==> config.mk <==
export PLATFORM = sky130hd
export DESIGN_NAME = conv_encoder_punct_flat
export DESIGN_NICKNAME = d
export VERILOG_FILES = /design/src/rtl/conv_encoder_punct_pkg.sv /design/src/rtl/conv_encoder_punct_if.sv /design/src/rtl/conv_encoder_punct_ser.sv /design/src/rtl/conv_encoder_punct.sv /design/src/flat_wrapper.sv
export SDC_FILE = /design/constraint.sdc
export NUM_CORES = 1
export LEC_CHECK = 0
export BUFFER_PORTS_ARGS = -buffer_cell sky130_fd_sc_hd__buf_2
export CAP_MARGIN = 20
export CORE_MARGIN = 10
export CORE_UTILIZATION = 26
export DETAILED_ROUTE_END_ITERATION = 8
export PLACE_DENSITY_LB_ADDON = 0.15
export RECOVER_POWER = 50
export SYNTH_ARGS = -nofsm -noshare
export SYNTH_HDL_FRONTEND = slang
export SYNTH_SLANG_ARGS = --single-unit
export TNS_END_PERCENT = 10
==> constraint.sdc <==
create_clock -name clk -period 3 [get_ports clk]
set_clock_uncertainty 0.05 [all_clocks]
set_input_delay 0.6 -clock clk [delete_from_list [all_inputs] [get_ports clk]]
set_output_delay 0.6 -clock clk [all_outputs]
set_load 0.05 [all_outputs]
==> src/rtl/conv_encoder_punct_pkg.sv <==
// Shared types and constant tables for the punctured convolutional encoder.
// Generator polynomials are stored left-aligned in GEN_W bits: the MSB taps the
// current input bit and bit (GEN_W-2-i) taps shift-register bit sr[i].
// Bits below a smaller code's constraint length are zero, so unused
// shift-register stages drop out of the parity sums without any extra masking.
package conv_enc_pkg;

    localparam int GEN_W = 7;

    typedef enum logic [1:0] {
        K_SEL_3 = 2'd0,
        K_SEL_4 = 2'd1,
        K_SEL_5 = 2'd2,
        K_SEL_7 = 2'd3
    } k_sel_e;

    typedef enum logic [1:0] {
        RATE_1_2  = 2'd0,
        RATE_2_3  = 2'd1,
        RATE_3_4  = 2'd2,
        RATE_RSVD = 2'd3
    } rate_sel_e;

    typedef enum logic [1:0] {
        ST_IDLE  = 2'd0,
        ST_DATA  = 2'd1,
        ST_TAIL  = 2'd2,
        ST_DRAIN = 2'd3
    } enc_state_e;

    // Indexed by constraint_sel: K3 (7,5), K4 (15,17), K5 (23,35), K7 (171,133)
    localparam logic [3:0][GEN_W-1:0] GEN0_TBL = {
        7'b1111001, 7'b1001100, 7'b1101000, 7'b1110000
    };
    localparam logic [3:0][GEN_W-1:0] GEN1_TBL = {
        7'b1011011, 7'b1110100, 7'b1111000, 7'b1010000
    };

    // Puncture masks indexed [rate_sel][p]; bit0 keeps c0, bit1 keeps c1.
    // The reserved rate behaves exactly like rate 1/2.
    localparam logic [3:0][2:0][1:0] PUNCT_MASK_TBL = {
        2'b11, 2'b11, 2'b11,
        2'b10, 2'b01, 2'b11,
        2'b11, 2'b01, 2'b11,
        2'b11, 2'b11, 2'b11
    };
    localparam logic [3:0][1:0] PUNCT_PERIOD_TBL = {2'd1, 2'd3, 2'd2, 2'd1};

    function automatic logic [2:0] k_of(input logic [1:0] sel);
        logic [2:0] k;
        case (k_sel_e'(sel))
            K_SEL_3: k = 3'd3;
            K_SEL_4: k = 3'd4;
            K_SEL_5: k = 3'd5;
            default: k = 3'd7;
        endcase
        return k;
    endfunction

endpackage

==> src/rtl/conv_encoder_punct_if.sv <==
// Configuration, bit-input and coded-bit-output handshake bundle of the encoder.
// The master side is the bit source / downstream sink; the slave side is the encoder.
interface conv_encoder_punct_if #(
    parameter int LEN_W = 8
);
    logic [1:0]       constraint_sel;
    logic [1:0]       rate_sel;
    logic [LEN_W-1:0] frame_len;
    logic             start;
    logic             busy;
    logic             in_valid;
    logic             in_data;
    logic             in_ready;
    logic             out_valid;
    logic             out_bit;
    logic             out_last;
    logic             out_ready;

    modport master (
        output constraint_sel, rate_sel, frame_len, start, in_valid, in_data, out_ready,
        input  busy, in_ready, out_valid, out_bit, out_last
    );

    modport slave (
        input  constraint_sel, rate_sel, frame_len, start, in_valid, in_data, out_ready,
        output busy, in_ready, out_valid, out_bit, out_last
    );
endinterface

==> src/rtl/conv_encoder_punct_ser.sv <==
// Two-bit puncturing serializer: loads the surviving coded bits of one encoding
// step and hands them downstream one at a time, c0 before c1. A load is only
// issued while the serializer is empty, so load and pop never collide.
module conv_puncture_ser
    import conv_enc_pkg::*;
(
    input  logic       clk,
    input  logic       rst_n,
    input  logic       load,
    input  logic       c0,
    input  logic       c1,
    input  logic [1:0] mask,
    input  logic       last_in,
    output logic       empty,
    output logic       out_valid,
    input  logic       out_ready,
    output logic       out_bit,
    output logic       out_last
);
    logic [1:0] cnt_q;
    logic       bit0_q;
    logic       bit1_q;
    logic       last_q;

    // Holding register: load a punctured pair, shift the pending bit forward on each accepted output
    always_ff @(posedge clk or negedge rst_n) begin
        if (!rst_n) begin
            cnt_q  <= 2'd0;
            bit0_q <= 1'b0;
            bit1_q <= 1'b0;
            last_q <= 1'b0;
        end else if (load) begin
            last_q <= last_in;
            case (mask)
                2'b11: begin
                    bit0_q <= c0;
                    bit1_q <= c1;
                    cnt_q  <= 2'd2;
                end
                2'b01: begin
                    bit0_q <= c0;
                    cnt_q  <= 2'd1;
                end
                2'b10: begin
                    bit0_q <= c1;
                    cnt_q  <= 2'd1;
                end
                default: cnt_q <= 2'd0;
            endcase
        end else if (out_valid && out_ready) begin
            if (cnt_q == 2'd2) begin
                bit0_q <= bit1_q;
                cnt_q  <= 2'd1;
            end else begin
                cnt_q <= 2'd0;
            end
        end
    end

    assign empty     = (cnt_q == 2'd0);
    assign out_valid = (cnt_q != 2'd0);
    assign out_bit   = bit0_q;
    assign out_last  = last_q && (cnt_q == 2'd1);

endmodule

==> src/rtl/conv_encoder_punct.sv <==
// Frame-based convolutional encoder with selectable constraint length and
// punctured rate. Each accepted start latches the configuration; the frame's
// information bits are encoded one per step, followed by K-1 zero tail steps
// that flush the shift register. Coded bits leave through the serializer.
module conv_encoder_punct
    import conv_enc_pkg::*;
#(
    parameter int LEN_W = 8,
    parameter int MAX_K = 7
) (
    input  logic                clk,
    input  logic                rst_n,
    conv_encoder_punct_if.slave bus
);
    localparam int SR_W = MAX_K - 1;

    enc_state_e       state_q;
    enc_state_e       state_d;
    logic [SR_W-1:0]  sr_q;
    logic [LEN_W-1:0] bit_cnt_q;
    logic [LEN_W-1:0] len_q;
    logic [2:0]       tail_cnt_q;
    logic [2:0]       k_q;
    logic [1:0]       cfg_k_q;
    logic [1:0]       rate_q;
    logic [1:0]       p_q;
    logic [1:0]       p_next;

    logic             ser_empty;
    logic             start_acc;
    logic             step_data;
    logic             step_tail;
    logic             step;
    logic             step_bit;
    logic             last_data;
    logic             last_tail;
    logic             last_handshake;
    logic [1:0]       mask;
    logic [GEN_W-1:0] g0;
    logic [GEN_W-1:0] g1;
    logic             c0;
    logic             c1;

    // Step qualification: a step happens only while the serializer is empty
    always_comb begin
        start_acc      = (state_q == ST_IDLE) && bus.start && (bus.frame_len != '0);
        step_data      = (state_q == ST_DATA) && bus.in_valid && ser_empty;
        step_tail      = (state_q == ST_TAIL) && ser_empty;
        step           = step_data || step_tail;
        step_bit       = step_data ? bus.in_data : 1'b0;
        last_data      = (bit_cnt_q == len_q - LEN_W'(1));
        last_tail      = (tail_cnt_q == k_q - 3'd2);
        last_handshake = bus.out_valid && bus.out_ready && bus.out_last;
        mask           = PUNCT_MASK_TBL[rate_q][p_q];
        p_next         = (p_q == PUNCT_PERIOD_TBL[rate_q] - 2'd1) ? 2'd0 : p_q + 2'd1;
    end

    // Parity of the current bit and shift register against both left-aligned generators
    always_comb begin
        g0 = GEN0_TBL[cfg_k_q];
        g1 = GEN1_TBL[cfg_k_q];
        c0 = step_bit & g0[GEN_W-1];
        c1 = step_bit & g1[GEN_W-1];
        for (int i = 0; i < SR_W; i++) begin
            if (i < GEN_W - 1) begin
                c0 = c0 ^ (sr_q[i] & g0[GEN_W-2-i]);
                c1 = c1 ^ (sr_q[i] & g1[GEN_W-2-i]);
            end
        end
    end

    // State register
    always_ff @(posedge clk or negedge rst_n) begin
        if (!rst_n) begin
            state_q <= ST_IDLE;
        end else begin
            state_q <= state_d;
        end
    end

    // Next-state: data bits, then K-1 tail steps, then wait for the final coded bit to leave
    always_comb begin
        state_d = state_q;
        case (state_q)
            ST_IDLE:  if (start_acc)                state_d = ST_DATA;
            ST_DATA:  if (step_data && last_data)   state_d = ST_TAIL;
            ST_TAIL:  if (step_tail && last_tail)   state_d = ST_DRAIN;
            ST_DRAIN: if (last_handshake)           state_d = ST_IDLE;
            default:                                state_d = ST_IDLE;
        endcase
    end

    // Frame configuration, shift register, step counters and puncture index
    always_ff @(posedge clk or negedge rst_n) begin
        if (!rst_n) begin
            cfg_k_q    <= 2'd0;
            k_q        <= 3'd0;
            rate_q     <= 2'd0;
            len_q      <= '0;
            sr_q       <= '0;
            bit_cnt_q  <= '0;
            tail_cnt_q <= 3'd0;
            p_q        <= 2'd0;
        end else if (start_acc) begin
            cfg_k_q    <= bus.constraint_sel;
            k_q        <= k_of(bus.constraint_sel);
            rate_q     <= bus.rate_sel;
            len_q      <= bus.frame_len;
            sr_q       <= '0;
            bit_cnt_q  <= '0;
            tail_cnt_q <= 3'd0;
            p_q        <= 2'd0;
        end else if (step) begin
            sr_q <= {sr_q[SR_W-2:0], step_bit};
            p_q  <= p_next;
            if (step_data) begin
                bit_cnt_q <= bit_cnt_q + LEN_W'(1);
            end
            if (step_tail) begin
                tail_cnt_q <= tail_cnt_q + 3'd1;
            end
        end
    end

    assign bus.busy     = (state_q != ST_IDLE);
    assign bus.in_ready = (state_q == ST_DATA) && ser_empty;

    conv_puncture_ser u_ser (
        .clk       (clk),
        .rst_n     (rst_n),
        .load      (step),
        .c0        (c0),
        .c1        (c1),
        .mask      (mask),
        .last_in   (step_tail && last_tail),
        .empty     (ser_empty),
        .out_valid (bus.out_valid),
        .out_ready (bus.out_ready),
        .out_bit   (bus.out_bit),
        .out_last  (bus.out_last)
    );

endmodule

==> src/flat_wrapper.sv <==
// flat-port wrapper written by rule: the top's interface ports become plain ports
module conv_encoder_punct_flat import conv_enc_pkg::*;
#(
    parameter int LEN_W = 8,
    parameter int MAX_K = 7
)
  (clk, rst_n, bus_constraint_sel, bus_rate_sel, bus_frame_len, bus_start, bus_in_valid, bus_in_data, bus_out_ready, bus_busy, bus_in_ready, bus_out_valid, bus_out_bit, bus_out_last);
  conv_encoder_punct_if #(.LEN_W(LEN_W)) bus_i ();
  input  logic clk;
  input  logic rst_n;
  input wire logic [$bits(bus_i.constraint_sel)-1:0] bus_constraint_sel;
  input wire logic [$bits(bus_i.rate_sel)-1:0] bus_rate_sel;
  input wire logic [$bits(bus_i.frame_len)-1:0] bus_frame_len;
  input wire logic [$bits(bus_i.start)-1:0] bus_start;
  input wire logic [$bits(bus_i.in_valid)-1:0] bus_in_valid;
  input wire logic [$bits(bus_i.in_data)-1:0] bus_in_data;
  input wire logic [$bits(bus_i.out_ready)-1:0] bus_out_ready;
  output wire logic [$bits(bus_i.busy)-1:0] bus_busy;
  output wire logic [$bits(bus_i.in_ready)-1:0] bus_in_ready;
  output wire logic [$bits(bus_i.out_valid)-1:0] bus_out_valid;
  output wire logic [$bits(bus_i.out_bit)-1:0] bus_out_bit;
  output wire logic [$bits(bus_i.out_last)-1:0] bus_out_last;
  assign bus_i.constraint_sel = bus_constraint_sel;
  assign bus_i.rate_sel = bus_rate_sel;
  assign bus_i.frame_len = bus_frame_len;
  assign bus_i.start = bus_start;
  assign bus_i.in_valid = bus_in_valid;
  assign bus_i.in_data = bus_in_data;
  assign bus_i.out_ready = bus_out_ready;
  assign bus_busy = bus_i.busy;
  assign bus_in_ready = bus_i.in_ready;
  assign bus_out_valid = bus_i.out_valid;
  assign bus_out_bit = bus_i.out_bit;
  assign bus_out_last = bus_i.out_last;
  conv_encoder_punct #(.LEN_W(LEN_W), .MAX_K(MAX_K)) u_core (.clk(clk), .rst_n(rst_n), .bus(bus_i));
endmodule
== Word level (Yosys, flattened, before mapping) ==
Cells that the tools add are included.
Word-level totals
  logic and storage cells: 132
  output and inout bits: 5
  register bits after elaboration: 41
  bits of input ports: 18
Operators by class
  muxes and demuxes: 36
  add/sub/neg operators: 6
  reductions and logical operators: 30
  bitwise logic cells: 26
  equality and inequality tests: 18
  $lt $le $gt $ge: 3
Operators by type and width (count)
  7-bit binary-select mux with 2-bit select: 2
  8-bit 2-to-1 mux: 3
  2-bit 2-to-1 mux: 11
  6-bit 2-to-1 mux: 3
  1-bit bitwise AND: 14
  7-bit 2-to-1 mux: 2
  2-bit nonzero test: 7
  6-bit binary-select mux with 2-bit select: 1
  2-bit == test, second input constant: 6
  1-bit XOR: 12
  1-bit logical AND: 11
  2-bit by 3-bit less-than comparator with 1-bit output, second input constant: 3
  3-bit 2-to-1 mux: 3
  3-bit one-hot mux with 3 select lines: 1
  8-bit by 1-bit adder with 8-bit output, second input constant: 1
  2-bit binary-select mux with 2-bit select: 2
  2-bit by 1-bit == test with 1-bit output, second input constant: 4
  8-bit == test: 1
  2-bit one-hot mux with 4 select lines: 1
  8-bit nonzero test: 1
  8-bit by 1-bit subtractor with 8-bit output, second input constant: 1
  2-bit logical NOT: 3
  2-bit by 1-bit != test with 1-bit output, second input constant: 3
  2-bit AND reduction: 3
  other kinds (15): 20

== Depth between registers and ports, before layout ==
  depth after elaboration: 13
  mapped depth: 8
  gate-level depth less buffers: 8

== Cells and area by module ==
From an unflattened synthesis, not the netlist that was laid out.
Unflattened totals
  cells, all modules: 273
  area total of the unflattened synthesis: 2461.1 µm²
By module, submodules not included
  conv_encoder_punct: area each 2179.6 µm², times used 1, cells each 246, sequential area each 900.9 µm²
  conv_puncture_ser: area each 281.5 µm², times used 1, cells each 27, sequential area each 125.1 µm²

== Worst setup path before layout ==
Ideal clock, no wire load.
  path kind: register to register
  from: register u_core.state_q[1]
  to: register u_core.state_q[1]
  required time: 2822 ps
  period minus slack after synthesis: 2029 ps
  stages on the path, launching flop included: 9
  arrival time: 1851 ps
  path buffers: 1
  setup slack: 971 ps
  cell sequence: dfrtp_1 > inv_1 > ha_1 > and3_1 > buf_4 > nand3_1 > o41ai_2 > nand4_1 > mux2_1
On the way
  word-level cells in the longest chain between the ends: 6
  elaborated cells on any way between the ends: 17
  those cells by class: 7 x eq/ne; 1 x mux; 9 x reduce/logical
Ends and longest elaborated chain
  start: declaration: line conv_encoder_punct.sv:17  | enc_state_e state_q;
  start signal: assignment: line conv_encoder_punct.sv:77  | state_q <= state_d;
  2-bit by 1-bit == test with 1-bit output: line conv_encoder_punct.sv:47, conv_encoder_punct.sv:84
  1-bit logical AND (2 in series): line conv_encoder_punct.sv:47  | step_data = (state_q == ST_DATA) && bus.in_valid && ser_empty;
  1-bit logical AND: line conv_encoder_punct.sv:86  | ST_DATA: if (step_data && last_data) state_d = ST_TAIL;
  2-bit by 1-bit != test with 1-bit output (no source line)
  4-bit AND reduction (no source line)
Several ways; a longest one is shown, not always the timed one.
A chain may end at the register's enable or synchronous reset.

== Worst setup path after layout ==
  from: register u_core.len_q[0]
  to: register u_core.state_q[1]
On the way
  word-level cells in the longest chain between the ends: 5
Ends and longest elaborated chain
  start: declaration: line conv_encoder_punct.sv:21  | logic [LEN_W-1:0] len_q;
  start signal: assignment: line conv_encoder_punct.sv:108  | len_q <= bus.frame_len;
  8-bit by 1-bit subtractor with 8-bit output: line conv_encoder_punct.sv:51  | last_data = (bit_cnt_q == len_q - LEN_W'(1));
  8-bit == test: line conv_encoder_punct.sv:51
  1-bit logical AND: line conv_encoder_punct.sv:86
  2-bit by 1-bit != test with 1-bit output (no source line)
  4-bit AND reduction (no source line)
No other way between the ends.

==> summary.txt <==
Status
  • Status: finished, final reports clean

Power
  • Pint: 1440 uW
  • Gate power share: 48.5%
  • Flop pwr share: 37.2%
  • Switching Fraction: 43.9%
  • P per Cell Area: 934 mW/mm^2
  • Net load switching power: 1130 uW
  • Total leakage power: 0.00130 uW
  • Peak supply drop: slightly above 0.2 mV
  • Clock power share: between 10% and 20%

Logic synthesis
  • Sequential element share of the synthesized area: 42.4%
  • Cell count after synthesis: 252
  • Syn_nets: approximately 290
  • Yosys reg bits: 41
  • Syn avg cell area: 9.61 um^2
  • Unique masters post-synth: 35
  • Yosys warnings: 0
  • Synth Cell Area: 0.00242 mm^2

Timing
  • Slew @ Worst Pin: 932 ps
  • Pins over their slew limit: 0
  • Final Hold Fails: 0
  • WHS: 379 ps
  • Setup TNS Final: 0 ps
  • RSZ-0062 raised after global routing: false
  • Relative slew slack: between 30% and 40%
  • Crit path time final: 2140 ps
  • Final worst path period share: a little under three quarters
  • Final setup viols: 0
  • Maximum operating frequency: 468 MHz

Drt
  • Met2 routed WL: around 2400 um
  • Met3 wire length: 200 um
  • DR vias: 1,765
  • Initial DRC Count: 70
  • Final wirelength: about 5400 um
  • Vias per cell: 4.53
  • Drt wl/cell: 13.7 um
  • Drt first pass iters: 4
  • M1 WL: 2690 um
  • Final ANT Viol Nets: 0
  • DRC: 0
  • Top layer reached by signal wires: met4

Job
  • Number of max-cap violations: 0

Die
  • Die ar.: 0.0136 mm^2
  • Core Region: 0.00915 mm^2
  • Width of the die: 117 um
  • Core Rows: 35
  • Initial core utilization: 26.5%
  • I/O pin count: 23
  • Chip Height: 117 um

GRT
  • Grt ovf: 0
  • Overall Global Routing Usage: 8.67%
  • Number of global-route vias before repair: 1,847
  • Largest net degree at the start of global routing: 42
  • Initial antenna violation count: 0
  • First-pass GRT wire length: around 9200 um

Place
  • Dpl cells: 382
  • # port buffers: 22
  • Placement Cell Area: 0.00267 mm^2
  • RePlAce Congestion: 0.750
  • DPL Wire Length: 3990 um

Layout
  • Layout Cells excl Fill: 390
  • NumNets Final: 315
  • Highest-count cells in the layout ignoring fill and taps: 41 x dfrtp_1, 27 x nand2_1, 22 x nor2_1
  • Layout area overhead: 13.4%
  • Share of layout cells above drive strength 1: 14.3%
  • Cell area after layout: ~0.0027 mm^2
  • Ant diodes: 0
  • Commonest non-fill, non-tap cell in the layout: dfrtp_1

Setup path
  • Crit-path max cell delay: between 400 and 500 ps
  • Startpoint types: flop
  • WS Path Type: flop to flop
  • WP buf/inv: 1
  • Slowest CP cell: dfrtp_1
  • Crit path arrival time: approximately 2300 ps
  • Worst path required time: 3130 ps
  • Crit-path leading delay family: flip-flops
  • Maximum fanout along the worst path: 5
  • Worst path cell trace: inv_1 -> ha_1 -> xor2_1 -> nand3_1 -> o31a_1 -> o41ai_2 -> nand4_1 -> mux2_1
  • Crit. End Element: flop
  • Reg-to-Reg Start: u_core.len_q[0]$_DFFE_PN0P_
  • Setup crit start: u_core.len_q[0]$_DFFE_PN0P_

CTS
  • CTS tree: built
  • Postcts setup bufs: 0
  • Cts hold-fix bufs: 0
  • CTS buffer count: 5
  • CTS clk-pin slew, worst paths: 90 ps
  • H-tree levels: 2
  • PostCTS Resize Cnt: 0
  • Clk buf depth: 2
  • CTS root buf: clkbuf_8
  • Later-pin clock latency in the skew report: 310 ps
  • Clock sink count: 41

Hold path
  • Worst hold path type: primary input to async pin
## layer usage
metal	vias up	GRT usage [%]
met5	-	0
met1	834	11.2
met2	24	13.2
met3	9	2.41
li1	898	-
met4	0	3.59
## cells in the mapped netlist (all sizes together)
cell type / count / share of area [%]
nand2: 27 / 4.2
nor2b: 5 / 1.3
buf: 2 / 0.52
a22oi: 1 / 0.31
o21ai: 19 / 3.9
o311ai: 1 / 0.36
and2: 2 / 0.52
inv: 16 / 2.5
o31ai: 2 / 0.62
ha: 19 / 9.8
xor2: 17 / 6.1
or3: 2 / 0.52
mux2: 7 / 3.3
o31a: 1 / 0.36
nor3: 2 / 0.41
nand3b: 1 / 0.31
nand3: 7 / 1.4
a21oi: 10 / 2.1
nor2: 24 / 4.1
o41ai: 1 / 0.67
dfrtp: 41 / 42
xnor2: 14 / 5.1
mux2i: 9 / 3.7
nand4: 6 / 1.5
a21boi: 2 / 0.62
nor4: 3 / 0.77
nand2b: 3 / 0.77
clkbuf: 4 / 0.62
o2111ai: 1 / 0.36
and3: 3 / 0.83
## kinds of logic after synthesis
logic type	synth area share [%]
simple gates	16.7
flops	42.4
compound gates	9.30
xor+xnor	11.2
buf+inv	3.62
fa+ha+maj	9.81
mux	6.97
## area by class of cell
| type | count | area, um^2 |
|---|---|---|
| clock buffer | 6 | 72.6 |
| clock inverter | 2 | 10.0 |
| fill | 947 | 6410 |
| inverter | 16 | 60.1 |
| multi-input combinational | 189 | 1310 |
| sequential | 41 | 1030 |
| tap | 111 | 139 |
| timing repair buffer | 25 | 130 |
## flip-flops by register name, summed over array words and instances (netlist names)
signal / count
u_core.u_ser.out_bit: 1
u_core.state_q: 2
u_core.u_ser.cnt_q: 2
u_core.len_q: 8
u_core.sr_q: 6
u_core.u_ser.bit1_q: 1
u_core.k_q: 3
u_core.tail_cnt_q: 3
u_core.rate_q: 2
u_core.bit_cnt_q: 8
u_core.cfg_k_q: 2
u_core.p_q: 2
u_core.u_ser.last_q: 1
## through the flow
step | utilization, % | power [uW] | worst slack [ps]
floorplan | - | 1910 | 971
global placement | 29.1 | 2240 | 715
detailed placement | 29.1 | 2230 | 681
CTS | 30.0 | 2610 | 845
global route | 30.0 | 2830 | 667
finish | 30.0 | 2570 | 861
## power by group through the flow
stage                     logic (uW)  clock network [uW]  registers [uW]
after floorplan                  985                   0             927
after global placement          1270                   0             969
after detailed placement        1260                   0             968
after CTS                       1270                 381             958
after global routing            1430                 407             992
final                           1240                 368             954
## final timing paths
path / to / slack (ps) / depth (start not counted)
max: u_core.state_q[1]$_DFFE_PN0P_ / 860 / 8
min: u_core.u_ser.bit1_q$_DFFE_PN0P_ / 380 / 1
max reg2reg: u_core.state_q[1]$_DFFE_PN0P_ / 860 / 8
min reg2reg: u_core.u_ser.last_q$_DFFE_PN0N_ / 440 / 2
max in group asynchronous: u_core.k_q[2]$_DFFE_PN0P_ / 1930 / 1
min in group clk: u_core.u_ser.last_q$_DFFE_PN0N_ / 440 / 2
(Power assumes the default switching activity.)
